`config.mk`:
```
export PLATFORM = sky130hd
export DESIGN_NAME = frogger_player_ctrl
export DESIGN_NICKNAME = d
export VERILOG_FILES = /design/src/rtl/frogger_player_ctrl.sv
export SDC_FILE = /design/constraint.sdc
export NUM_CORES = 1
export LEC_CHECK = 0
export ABC_AREA = 0
export CAP_MARGIN = 0
export CORE_MARGIN = 8
export CORE_UTILIZATION = 44
export DETAILED_ROUTE_END_ITERATION = 10
export HOLD_SLACK_MARGIN = 0.12
export PLACE_DENSITY = 0.67
export SYNTH_ARGS = -nofsm -noshare
export SYNTH_HDL_FRONTEND = slang
export SYNTH_SLANG_ARGS = --single-unit
```
`constraint.sdc`:
```
create_clock -name i_Clk -period 6.1 [get_ports i_Clk]
set_clock_uncertainty 0.15 [all_clocks]
set_input_delay 0.61 -clock i_Clk [delete_from_list [all_inputs] [get_ports i_Clk]]
set_output_delay 0.61 -clock i_Clk [all_outputs]
set_load 0.03 [all_outputs]
```
`src/rtl/frogger_player_ctrl.sv`:
```
// Frogger player controller: turns switch edges into grid moves, carries the frog
// on logs, and tracks deaths, lives, lily pads, score and level completion.
module frogger_player_ctrl #(
    parameter int GRID_W       = 14,
    parameter int GRID_H       = 15,
    parameter int START_X      = 10,
    parameter int START_Y      = 14,
    parameter int N_LIVES      = 3,
    parameter int N_PADS       = 5,
    parameter int DRIFT_DIV    = 39000000,
    parameter int DEATH_CYCLES = 25000000
) (
    input  logic              i_Clk,
    input  logic              i_Reset,
    input  logic              i_Game_Active,
    input  logic              i_Up_Mvt,
    input  logic              i_Down_Mvt,
    input  logic              i_Left_Mvt,
    input  logic              i_Right_Mvt,
    input  logic              i_Collided,
    input  logic [3:0]        i_Bitmap_Data,
    input  logic              i_On_Log,
    input  logic              i_Log_Dir,
    input  logic [2:0]        i_Pad_Idx,
    output logic [5:0]        o_Frogger_X,
    output logic [5:0]        o_Frogger_Y,
    output logic [6:0]        o_Score,
    output logic [2:0]        o_Lives,
    output logic [N_PADS-1:0] o_Pads_Filled,
    output logic              o_Dying,
    output logic              o_Game_Over,
    output logic              o_Level_Clear
);

    localparam int DRIFT_W = (DRIFT_DIV > 1) ? $clog2(DRIFT_DIV) : 1;
    localparam int DEATH_W = (DEATH_CYCLES > 1) ? $clog2(DEATH_CYCLES) : 1;

    localparam logic [1:0] ST_IDLE      = 2'd0;
    localparam logic [1:0] ST_PLAY      = 2'd1;
    localparam logic [1:0] ST_DYING     = 2'd2;
    localparam logic [1:0] ST_GAME_OVER = 2'd3;

    localparam logic [5:0]         START_X_C  = 6'(START_X);
    localparam logic [5:0]         START_Y_C  = 6'(START_Y);
    localparam logic [5:0]         X_MAX      = 6'(GRID_W - 1);
    localparam logic [5:0]         Y_MAX      = 6'(GRID_H - 1);
    localparam logic [2:0]         LIVES_C    = 3'(N_LIVES);
    localparam logic [DRIFT_W-1:0] DRIFT_LAST = DRIFT_W'(DRIFT_DIV - 1);
    localparam logic [DRIFT_W-1:0] DRIFT_ZERO = DRIFT_W'(0);
    localparam logic [DRIFT_W-1:0] DRIFT_ONE  = DRIFT_W'(1);
    localparam logic [DEATH_W-1:0] DEATH_LAST = DEATH_W'(DEATH_CYCLES - 1);
    localparam logic [DEATH_W-1:0] DEATH_ZERO = DEATH_W'(0);
    localparam logic [DEATH_W-1:0] DEATH_ONE  = DEATH_W'(1);
    localparam logic [N_PADS-1:0]  PADS_ALL   = {N_PADS{1'b1}};
    localparam logic [N_PADS-1:0]  PADS_NONE  = {N_PADS{1'b0}};

    logic [1:0]         state_r, state_s;
    logic [5:0]         x_r, x_s, y_r, y_s;
    logic [6:0]         score_r, score_s;
    logic [2:0]         lives_r, lives_s;
    logic [N_PADS-1:0]  pads_r, pads_s, pad_bit_s;
    logic [DRIFT_W-1:0] drift_r, drift_s;
    logic [DEATH_W-1:0] death_cnt_r, death_cnt_s;
    logic [3:0]         sw_r, sw_s, edge_s;
    logic               level_clear_r, level_clear_s;
    logic               dying_r, game_over_r;
    logic               hazard_s, land_ok_s, kill_s;

    // Next-state and datapath decisions; in PLAY only the highest-priority action applies.
    always_comb begin
        sw_s          = {i_Up_Mvt, i_Down_Mvt, i_Left_Mvt, i_Right_Mvt};
        edge_s        = sw_s & ~sw_r;
        // An out-of-range pad index shifts the bit out, which then reads as a bad landing.
        pad_bit_s     = N_PADS'(1'b1) << i_Pad_Idx;
        hazard_s      = i_Collided || ((i_Bitmap_Data == 4'd2) && !i_On_Log);
        land_ok_s     = (i_Bitmap_Data == 4'd4) && (pad_bit_s != PADS_NONE) &&
                        ((pads_r & pad_bit_s) == PADS_NONE);
        state_s       = state_r;
        x_s           = x_r;
        y_s           = y_r;
        score_s       = score_r;
        lives_s       = lives_r;
        pads_s        = pads_r;
        drift_s       = drift_r;
        death_cnt_s   = death_cnt_r;
        level_clear_s = 1'b0;
        kill_s        = 1'b0;
        case (state_r)
            ST_IDLE: begin
                drift_s = DRIFT_ZERO;
                if (i_Game_Active) begin
                    state_s = ST_PLAY;
                    x_s     = START_X_C;
                    y_s     = START_Y_C;
                    score_s = 7'd0;
                    lives_s = LIVES_C;
                    pads_s  = PADS_NONE;
                end else begin
                    state_s = ST_IDLE;
                end
            end
            ST_PLAY: begin
                if (!i_Game_Active) begin
                    state_s = ST_IDLE;
                end else begin
                    if (i_On_Log) begin
                        drift_s = (drift_r == DRIFT_LAST) ? DRIFT_ZERO : drift_r + DRIFT_ONE;
                    end else begin
                        drift_s = DRIFT_ZERO;
                    end
                    if (hazard_s) begin
                        kill_s = 1'b1;
                    end else if (y_r == 6'd0) begin
                        if (land_ok_s) begin
                            score_s = (score_r == 7'd127) ? 7'd127 : score_r + 7'd1;
                            x_s     = START_X_C;
                            y_s     = START_Y_C;
                            if ((pads_r | pad_bit_s) == PADS_ALL) begin
                                pads_s        = PADS_NONE;
                                level_clear_s = 1'b1;
                            end else begin
                                pads_s = pads_r | pad_bit_s;
                            end
                        end else begin
                            kill_s = 1'b1;
                        end
                    end else if (i_On_Log && (drift_r == DRIFT_LAST)) begin
                        // Logs never wrap the frog around the screen edge.
                        if (i_Log_Dir) begin
                            if (x_r == X_MAX) kill_s = 1'b1;
                            else              x_s = x_r + 6'd1;
                        end else begin
                            if (x_r == 6'd0) kill_s = 1'b1;
                            else             x_s = x_r - 6'd1;
                        end
                    end else if (edge_s[3]) begin
                        y_s = (y_r != 6'd0) ? y_r - 6'd1 : y_r;
                    end else if (edge_s[2]) begin
                        y_s = (y_r != Y_MAX) ? y_r + 6'd1 : y_r;
                    end else if (edge_s[1]) begin
                        x_s = (x_r != 6'd0) ? x_r - 6'd1 : x_r;
                    end else if (edge_s[0]) begin
                        x_s = (x_r != X_MAX) ? x_r + 6'd1 : x_r;
                    end else begin
                        x_s = x_r;
                    end
                end
            end
            ST_DYING: begin
                drift_s = DRIFT_ZERO;
                if (!i_Game_Active) begin
                    state_s = ST_IDLE;
                end else if (death_cnt_r == DEATH_LAST) begin
                    if (lives_r == 3'd0) begin
                        state_s = ST_GAME_OVER;
                    end else begin
                        state_s = ST_PLAY;
                        x_s     = START_X_C;
                        y_s     = START_Y_C;
                    end
                end else begin
                    death_cnt_s = death_cnt_r + DEATH_ONE;
                end
            end
            ST_GAME_OVER: begin
                drift_s = DRIFT_ZERO;
                if (!i_Game_Active) state_s = ST_IDLE;
                else                state_s = ST_GAME_OVER;
            end
            default: begin
                state_s = ST_IDLE;
            end
        endcase
        if (kill_s) begin
            lives_s     = lives_r - 3'd1;
            state_s     = ST_DYING;
            death_cnt_s = DEATH_ZERO;
        end else begin
            death_cnt_s = death_cnt_s;
        end
    end

    // State and output registers; reset overrides every other input.
    always_ff @(posedge i_Clk) begin
        if (i_Reset) begin
            state_r       <= ST_IDLE;
            x_r           <= START_X_C;
            y_r           <= START_Y_C;
            score_r       <= 7'd0;
            lives_r       <= LIVES_C;
            pads_r        <= PADS_NONE;
            drift_r       <= DRIFT_ZERO;
            death_cnt_r   <= DEATH_ZERO;
            sw_r          <= 4'd0;
            level_clear_r <= 1'b0;
            dying_r       <= 1'b0;
            game_over_r   <= 1'b0;
        end else begin
            state_r       <= state_s;
            x_r           <= x_s;
            y_r           <= y_s;
            score_r       <= score_s;
            lives_r       <= lives_s;
            pads_r        <= pads_s;
            drift_r       <= drift_s;
            death_cnt_r   <= death_cnt_s;
            sw_r          <= sw_s;
            level_clear_r <= level_clear_s;
            dying_r       <= (state_s == ST_DYING);
            game_over_r   <= (state_s == ST_GAME_OVER);
        end
    end

    assign o_Frogger_X   = x_r;
    assign o_Frogger_Y   = y_r;
    assign o_Score       = score_r;
    assign o_Lives       = lives_r;
    assign o_Pads_Filled = pads_r;
    assign o_Dying       = dying_r;
    assign o_Game_Over   = game_over_r;
    assign o_Level_Clear = level_clear_r;

endmodule

```
# Word level (Yosys, flattened, before mapping)
# Index checks and enable logic that the tools add are counted.
[word_totals] in_bits=17 register_bits=87
[classes] addsub=8 shifts=1 eq_ne=34 n_reduce_logical=26 mux=72 n_bitwise=9
[ops] cell="6-bit 2-to-1 mux" count=31
[ops] cell="26-bit 2-to-1 mux" count=3
[ops] cell="26-bit one-hot mux with 2 select lines" count=1
[ops] cell="7-bit 2-to-1 mux" count=6
[ops] cell="6-bit one-hot mux with 3 select lines" count=2
[ops] cell="5-bit 2-to-1 mux" count=6
[ops] cell="26-bit by 1-bit adder with 26-bit output (second input constant)" count=1
[ops] cell="26-bit equality test (second input constant)" count=1
[ops] cell="25-bit by 1-bit adder with 25-bit output (second input constant)" count=1
[ops] cell="25-bit equality test (second input constant)" count=1
[ops] cell="5-bit != test (second input constant)" count=5
[ops] cell="4-bit != test (second input constant)" count=5
[ops] cell="2-bit != test (second input constant)" count=8
[ops] cell="15-bit AND reduction" count=1
[ops] cell="7-bit one-hot mux with 2 select lines" count=1
[ops] cell="6-bit by 1-bit adder with 6-bit output (second input constant)" count=2
[ops] cell="6-bit logical NOT" count=2
[ops] cell="2-bit 2-to-1 mux" count=6
[ops] cell="6-bit by 4-bit != test with 1-bit output (second input constant)" count=2
[ops] cell="12-bit AND reduction" count=1
[ops] cell="6-bit nonzero test" count=2
[ops] cell="6-bit by 1-bit subtractor with 6-bit output (second input constant)" count=2
[ops] cell="1-bit 2-to-1 mux" count=11
[ops] cell="5-bit one-hot mux with 2 select lines" count=1
[ops] cell="other kinds (33)" count=48

# Logic depth before layout (Yosys ltp)
# Gate-level depths: netlist of run 1.
[logic_depth] depth_word=11 depth_mapped=10 mapped_depth_nobuf=10

# Worst setup path before layout of run 1
# No wires, ideal clock.
[synth_timing] path_type="register -> register" start="register drift_r[18]" end="register x_r[4], in the netlist o_Frogger_X[4]" n_path_buf=1 stages_incl_launch_ff=9 arrival_ps=2697 slack_ps=3161 setup_ps=92 cell_sequence="dfxtp_1 > buf_6 > or4b_1 > or4_4 > or2_4 > mux2i_4 > mux2_1 > or3_1 > o32ai_1"
[synth_between] elab_chain_cells=7
[synth_rtl] element="start, declared" line="62" source="logic [DRIFT_W-1:0] drift_r, drift_s;"
[synth_rtl] element="start signal, assigned" line="205" source="drift_r <= drift_s;"
[synth_rtl] element="26-bit equality test *" line="127" source="end else if (i_On_Log && (drift_r == DRIFT_LAST)) begin"
[synth_rtl] element="1-bit logical AND *" line="127"
[synth_rtl] element="6-bit 2-to-1 mux" line="127"
[synth_rtl] element="6-bit 2-to-1 mux" line="113" source="end else if (y_r == 6'd0) begin"
[synth_rtl] element="6-bit 2-to-1 mux" line="111" source="if (hazard_s) begin"
[synth_rtl] element="6-bit 2-to-1 mux" line="103" source="if (!i_Game_Active) begin"
[synth_rtl] element="6-bit one-hot mux with 3 select lines" line="88" source="case (state_r)"
[synth_rtl] element="end signal, assigned" line="200" source="x_r <= x_s;"
[synth_rtl] element="end, declared" line="58" source="logic [5:0] x_r, x_s, y_r, y_s;"
# Every way passes the cells marked *; elsewhere a longest branch is shown, timed or not. The select of a mux whose other input is x is not followed.
# A chain may end at the register's enable or synchronous reset.

# Worst setup path after layout of run 1
[layout_timing] start="register drift_r[18]" end="register death_cnt_r[1]"
[layout_between] elab_chain_cells=8
[layout_rtl] element="26-bit equality test" line="127"
[layout_rtl] element="1-bit logical AND" line="127"
[layout_rtl] element="1-bit 2-to-1 mux" line="127"
[layout_rtl] element="1-bit 2-to-1 mux" line="113"
[layout_rtl] element="1-bit 2-to-1 mux" line="111"
[layout_rtl] element="1-bit 2-to-1 mux" line="103"
[layout_rtl] element="1-bit 2-to-1 mux" line="88"
[layout_rtl] element="2-bit OR reduction (no line)"
[layout_rtl] element="end signal, assigned" line="206" source="death_cnt_r <= death_cnt_s;"
[layout_rtl] element="end, declared" line="63" source="logic [DEATH_W-1:0] death_cnt_r, death_cnt_s;"
# Every way passes these cells.

==> summary.md, run 1 <==
| Metric | Value |
|---|---|
| Vias post-DR | `4320` |
| Setup WS pre-CTS | `approximately 2600 ps` |
| Io pins | `47` |
| Worst path required time | `6170 ps` |
| DIE AREA | `around 14000 um2` |
| Seq pwr share | `52.4%` |
| Crit end category | `register` |
| Crit path capture | `death_cnt_r[1]` |
| Cell area after synthesis | `between 4000 and 5000 um2` |
| 1st-iter DRT viols | `321` |
| CTS Buf Count | `9` |
| Core area | `~11000 um2` |
| R2R Setup Slk | `2670 ps` |
| Starting Density | `roughly 44%` |
| Post-synthesis async set-or-reset flop share | `0%` |
| Initial antenna violation count | `0` |
| Arr. time, crit path | `3490 ps` |
| Commonest non-fill, non-tap cell in the layout | `nor2_1` |
| Synth top area share | `a little under two fifths` |
| Routed wire length | `11.5 mm` |
| Vias in the first global route | `around 4200` |
| Placer congestion estimate | `0.888` |
| Synth warn | `0` |
| Final setup violating endpoints | `0` |
| Switching part of the total | `25.2%` |
| # Max-Cap Violations | `0` |
| Final worst path period share | `roughly 56%` |
| Most frequent cells in the layout | `nor2_1 (89), dfxtp_1 (87), clkdlybuf4s50_1 (46), nand2_1 (39), nand3_1 (35)` |
| Worst-margin pin slew | `929 ps` |
| Resized cells post-CTS | `0` |
| First-pass GRT wire length | `19.9 mm` |
| Clk_lat worst skew | `360 ps` |
| Cell variety after synth | `a little under 70` |
| Routed Antenna Nets | `0` |
| # DRC | `0` |
| P per Cell Area | `203 nW/um2` |
| Setup repair after global routing missed its margin | `no` |
| Leak | `about 1.9 nW` |
| Die X | `120 um` |
| CTS Hold Bufs | `0` |
| Detailed Place HPWL | `8.31 mm` |
| Register area share after synthesis | `36.9%` |
| Gate count after technology mapping | `582` |
| Final TNS setup | `0 ps` |
| Htree depth | `3` |
| Largest net degree at the start of global routing | `27` |
| WL per Instance | `15.0 um` |
| Fin nets | `650` |
| Cell Area, Placed | `between 5000 and 6000 um2` |
| Global router's overall resource usage | `between 15 and 20%` |
| CTS tree | `yes` |
| Synth top area cells | `dfxtp_1 (37%), nor2_1 (7.1%), nand3_1 (3.7%)` |
| Final WS setup | `roughly 2700 ps` |
| Post-synth EDFFs | `0` |
| Peak VDD IR | `87.5 uV` |
| HP Class | `register to register` |
| Reg2reg path depth | `7` |
| Startpoint Class | `register` |
| P_sw | `approximately 280 uW` |
| I/O Buffers | `46` |
| Relative slew slack | `37.8%` |
| R2R Path Start | `drift_r[18]` |
| Clock share of power | `roughly 37%` |
| Antenna cell count | `0` |
| Fin area | `5460 um2` |
| Yosys top cell by area | `dfxtp_1` |
| CP max-delay cell | `or2_1` |
| Die span in y | `120 um` |
| Crit. Startpoint | `drift_r[18]` |
| Crit-path cells | `or4b_1 -> or4_4 -> or2_4 -> nand3b_4 -> a31oi_2 -> or2_1 -> nor2_1` |
| Status | `completed` |
| Fin. max-slew vios | `0` |
| Internal power | `827 uW` |
| Synthesis-stage register bit count | `between 80 and 90` |
| Setup Buffers After CTS | `0` |
| Reg2Reg Capture Point | `death_cnt_r[1]` |
| Clock root cell | `clkbuf_8` |
| Clock Path Buffers | `2` |
| Clock period minus worst slack | `around 3400 ps` |
| Fmax | `between 0.2 and 0.3 GHz` |
| Syn_area_per_cell | `between 8 and 9 um2` |
| CTS Sinks | `87` |
| Logic pwr share | `10.4%` |
| Share of cells above drive strength 1 | `4.82%` |
| Post-Syn Nets | `613` |
| Synth-to-Final Area Change | `15.7%` |
| Clock transition at path regs | `around 80 ps` |
| Post-route core utilization | `between 50% and 60%` |
| Detailed Routing Iterations Pass 1 | `4` |
| Post-synth top flop | `dfxtp_1` |
| Row count | `38` |
| GR Overflow Total | `0` |
| Crit path max fanout | `26` |
| Fin. Hold Viols | `0` |
| Hold-critical path depth | `2` |
| Via density | `5.66` |
| Final total power | `1.11 mW` |
| WS Path Type | `register to register` |
| CP max stage delay | `740 ps` |
[worst max-delay path, delay by kind of cell, from the launching register on]
kind            cells  cell delay, ps
simple gates        6            2420
flops               1             400
compound gates      1             310
[routing by layer]
layer | GRT usage [%] | up-vias | share of wire (%)
li1 | - | 2161 | -
met1 | 21.3 | 2053 | 48
met2 | 26.6 | 91 | 46
met4 | 4.45 | 0 | 1.1
met5 | 0 | - | 0
met3 | 4.51 | 15 | 4.6
[registers in the layout, summed over array words and instances (netlist names)]
signal / count
death_cnt_r: 25
o_Lives: 3
o_Level_Clear: 1
o_Score: 7
o_Pads_Filled: 5
o_Dying: 1
o_Frogger_Y: 6
o_Game_Over: 1
drift_r: 26
state_r: 2
o_Frogger_X: 6
sw_r: 4
[power by group through the flow]
| stage | Sequential [mW] | Clock (mW) | Combinational [mW] |
|---|---|---|---|
| floorplan | 0.597 | 0 | 0.0734 |
| global placement | 0.593 | 0 | 0.112 |
| detailed placement | 0.593 | 0 | 0.114 |
| CTS | 0.580 | 0.423 | 0.115 |
| global route | 0.581 | 0.453 | 0.127 |
| finish | 0.580 | 0.412 | 0.115 |
[worst min path at each step]
stage | from | end | slack, ps
finish | o_Lives[1] | o_Lives[1] | 360
detailed placement | drift_r[22] | drift_r[22] | 340
CTS | drift_r[22] | drift_r[22] | 360
global placement | drift_r[22] | drift_r[22] | 340
floorplan | drift_r[22] | drift_r[22] | 300
global route | drift_r[24] | drift_r[24] | 390
[logic make-up after synthesis]
kind of cell | Yosys count | synth area share [%]
adders and majority gates | 14 | 3.87
AOI/OAI and AO/OA | 118 | 16.3
xor gates and xnor gates | 36 | 6.68
buffers and inverters | 44 | 3.95
and+or+nand+nor | 275 | 30.2
DFF | 87 | 36.9
muxes | 8 | 2.01
[layout make-up]
| class | count | area, um2 |
|---|---|---|
| Multi-Input combinational cell | 451 | 2790 |
| Clock buffer | 12 | 155 |
| Inverter | 23 | 86.3 |
| Clock inverter | 3 | 42.5 |
| Timing Repair Buffer | 47 | 468 |
| Sequential cell | 87 | 1740 |
| Fill cell | 1027 | 5190 |
| Tap cell | 140 | 175 |
[cell usage after synthesis (5+ instances only)]
cell       n
mux2i_1    5
o21ai_0   23
xor2_1    16
a311oi_1   7
nor2b_1    8
a31oi_1   13
nor2_1    89
ha_1      13
nor3_1    16
a211oi_1   7
xnor2_1   20
nand4_1   17
and3_1    11
dfxtp_1   87
clkbuf_1  14
a21oi_1   32
nand3_1   35
nand2_1   39
and4_1     6
a21o_1     5
nand4b_1   5
inv_1     23
or3_1     10
nand2b_1  11
[per-stage QoR]
step	cells	hold WS (ps)
6_report	763	358
5_1_grt	763	392
4_1_cts	763	358
3_5_place_dp	748	344
3_3_place_gp	748	336
2_1_floorplan	582	304
(Power assumes the default switching activity.)
==> run 2: changes to the inputs <==
- PLACE_DENSITY: 0.67 -> 0.7
- clock period: 6.1 -> 2.9 ns (I/O delays scaled with it)
==> summary.md, run 2 (synthesized netlist as in run 1, its figures left out) <==
| Metric | Value |
|---|---|
| Status | `completed (unchanged)` |
| Worst path bufs/invs | `0 (unchanged)` |
| Clock share of power | `32.4% (was 37.3%)` |
| # Max-Cap Violations | `0 (unchanged)` |
| Peak VDD IR | `189 uV (was 87.5 uV)` |
| Arr. time, crit path | `2970 ps (was 3490 ps)` |
| Share of cells above drive strength 1 | `8.66% (was 4.82%)` |
| Most frequent cells in the layout | `nor2_1 (88), dfxtp_1 (85), clkdlybuf4s50_1 (46), nand2_1 (39), nand3_1 (35) (was nor2_1 (89), dfxtp_1 (87), clkdlybuf4s50_1 (46), nand2_1 (39), nand3_1 (35))` |
| Vias in the first global route | `4322 (was 4170)` |
| Relative slew slack | `56.5% (was 37.8%)` |
| # DRC | `0 (unchanged)` |
| Global router's overall resource usage | `16.5% (about the same)` |
| Row count | `38 (unchanged)` |
| Crit end category | `register (unchanged)` |
| Setup repair after global routing missed its margin | `yes (was no)` |
| CTS Sinks | `87 (unchanged)` |
| Final worst path period share | `98.0% (was 56.2%)` |
| Starting Density | `44.3% (unchanged)` |
| Clock period minus worst slack | `2840 ps (was 3430 ps)` |
| Fin. Hold Viols | `0 (unchanged)` |
| Vias post-DR | `4431 (was 4320)` |
| Io pins | `47 (unchanged)` |
| Clock transition at path regs | `80 ps (about the same)` |
| Detailed Routing Iterations Pass 1 | `6 (was 4)` |
| Largest net degree at the start of global routing | `27 (unchanged)` |
| Leak | `1.99 nW (was 1.87 nW)` |
| Clk_lat worst skew | `370 ps (was 360 ps)` |
| Crit path max fanout | `4 (was 26)` |
| Filler cell count | `1022 (was 1027)` |
| Routed Antenna Nets | `0 (unchanged)` |
| Worst hold margin | `305 ps (was 358 ps)` |
| Fin nets | `675 (was 650)` |
| WL per Instance | `14.7 um (was 15.0 um)` |
| Crit-path cells | `or4b_1 -> or4_4 -> or2_4 -> mux2i_4 -> mux2_4 -> or3_1 -> o32ai_1 (was or4b_1 -> or4_4 -> or2_4 -> nand3b_4 -> a31oi_2 -> or2_1 -> nor2_1)` |
| Largest Register | `drift_r (unchanged)` |
| Cell Area, Placed | `5470 um2 (was 5260 um2)` |
| Max FFs per register | `26 (unchanged)` |
| CTS Hold Bufs | `0 (unchanged)` |
| WHS Endpoint | `sw_r[0] (was o_Lives[1])` |
| Fin. max-slew vios | `0 (unchanged)` |
| Detailed Place HPWL | `8.52 mm (was 8.31 mm)` |
| HP Class | `input port to register (was register to register)` |
| Core area | `10700 um2 (unchanged)` |
| P_sw | `575 uW (was 279 uW)` |
| Routed wire length | `11.6 mm (was 11.5 mm)` |
| Final TNS setup | `0 ps (unchanged)` |
| Seq pwr share | `55.5% (was 52.4%)` |
| CTS tree | `yes (unchanged)` |
| Fin area | `5620 um2 (was 5460 um2)` |
| Antenna cell count | `0 (unchanged)` |
| Fmax | `0.352 GHz (was 0.292 GHz)` |
| Via density | `5.63 (was 5.66)` |
| Clock root cell | `clkbuf_8 (unchanged)` |
| Startpoint Class | `register (unchanged)` |
| WS Path Type | `register to register (unchanged)` |
| HP Start | `i_Right_Mvt (was o_Lives[1])` |
| Hold-critical path depth | `3 (was 2)` |
| DIE AREA | `14300 um2 (unchanged)` |
| Final total power | `2.19 mW (was 1.11 mW)` |
| Commonest non-fill, non-tap cell in the layout | `nor2_1 (unchanged)` |
| R2R Setup Slk | `60 ps (was 2670 ps)` |
| Logic pwr share | `12.1% (was 10.4%)` |
| I/O Buffers | `46 (unchanged)` |
| Worst-margin pin slew | `649 ps (was 929 ps)` |
| Switching part of the total | `26.2% (was 25.2%)` |
| Post-route core utilization | `52.7% (was 51.3%)` |
| Post-Layout Cell Count | `787 (was 763)` |
| Final setup violating endpoints | `0 (unchanged)` |
| P per Cell Area | `391 nW/um2 (was 203 nW/um2)` |
| CP delay by family, top | `simple AND/OR/NAND/NOR gates (unchanged)` |
| GR Overflow Total | `0 (unchanged)` |
| R2R Path Start | `drift_r[15] (was drift_r[18])` |
| First-pass GRT wire length | `19.8 mm (was 19.9 mm)` |
| Final WS setup | `57.1 ps (was 2670 ps)` |
| Htree depth | `3 (unchanged)` |
| Internal power | `1.62 mW (was 827 uW)` |
| Worst path required time | `3030 ps (was 6170 ps)` |
| Die span in y | `120 um (unchanged)` |
| 1st-iter DRT viols | `338 (was 321)` |
| Setup WS pre-CTS | `82.9 ps (was 2610 ps)` |
| Initial antenna violation count | `0 (unchanged)` |
| Dpl cells | `773 (was 748)` |
| Levels on crit path | `7 (unchanged)` |
| Reg2reg path depth | `7 (unchanged)` |
| CP max stage delay | `520 ps (was 740 ps)` |
| Synth-to-Final Area Change | `19.0% (was 15.7%)` |
| Die X | `120 um (unchanged)` |
| Clock Path Buffers | `2 (unchanged)` |
| CTS Buf Count | `9 (unchanged)` |
| Reg2Reg Capture Point | `o_Frogger_X[4] (was death_cnt_r[1])` |
| Placer congestion estimate | `0.901 (was 0.888)` |
| CP max-delay cell | `or4_4 (was or2_1)` |
[run 2: cell count changes in the layout (fill, tap and decap cells not counted), moves of 2 or more]
cell      change
clkbuf_8      -2
buf_4        +24
clkbuf_1      +2
dfxtp_1       -2
dfxtp_2       +2
[run 2: worst max path at each step]
stage	start	to	slack, ps
after floorplan	drift_r[18]	o_Frogger_X[4]	3
after global placement	drift_r[15]	o_Frogger_X[4]	120
after detailed placement	drift_r[15]	o_Frogger_X[4]	80
after CTS	drift_r[15]	o_Frogger_X[4]	50
after global routing	drift_r[15]	o_Frogger_X[2]	-20
final	drift_r[15]	o_Frogger_X[4]	60
[run 2: cell type report]
type	instances	area (um2)	area share [%]
Inverter	23	86.3	1.54
Clock buffer	12	135	2.41
Timing Repair Buffer	72	668	11.9
Sequential cell	87	1740	31.1
Tap cell	140	175	3.12
Clock inverter	2	10.0	0.178
Multi-Input combinational cell	451	2800	49.8
[run 2: worst reg2reg max path, cell delays in order, from the launching register on]
cell	delay [ps]
dfxtp_1	310
or4b_1	510
or4_4	520
or2_4	280
mux2i_4	210
mux2_4	330
or3_1	320
o32ai_1	130
[run 2: metal layers]
metal	track usage, %	vias up	wire length (um)
met5	0	-	0
li1	-	2216	-
met2	26.2	116	5130
met4	6.32	0	172
met1	20.9	2085	5530
met3	4.18	14	716
[run 2: power groups by stage]
stage	sequential (mW)	clock, mW	combinational [mW]
finish	1.22	0.711	0.265
CTS	1.22	0.730	0.263
global placement	1.25	0	0.257
detailed placement	1.25	0	0.262
global route	1.22	0.787	0.289
floorplan	1.26	0	0.155
[run 2: timing repair]
| action | in CTS | in global routing |
|---|---|---|
| setup buffers | 0 | 0 |
| endpoints found under the setup margin | 0 | 4 |
| endpoints found under the hold margin | 0 | 0 |
| resized for setup | 0 | 3 |
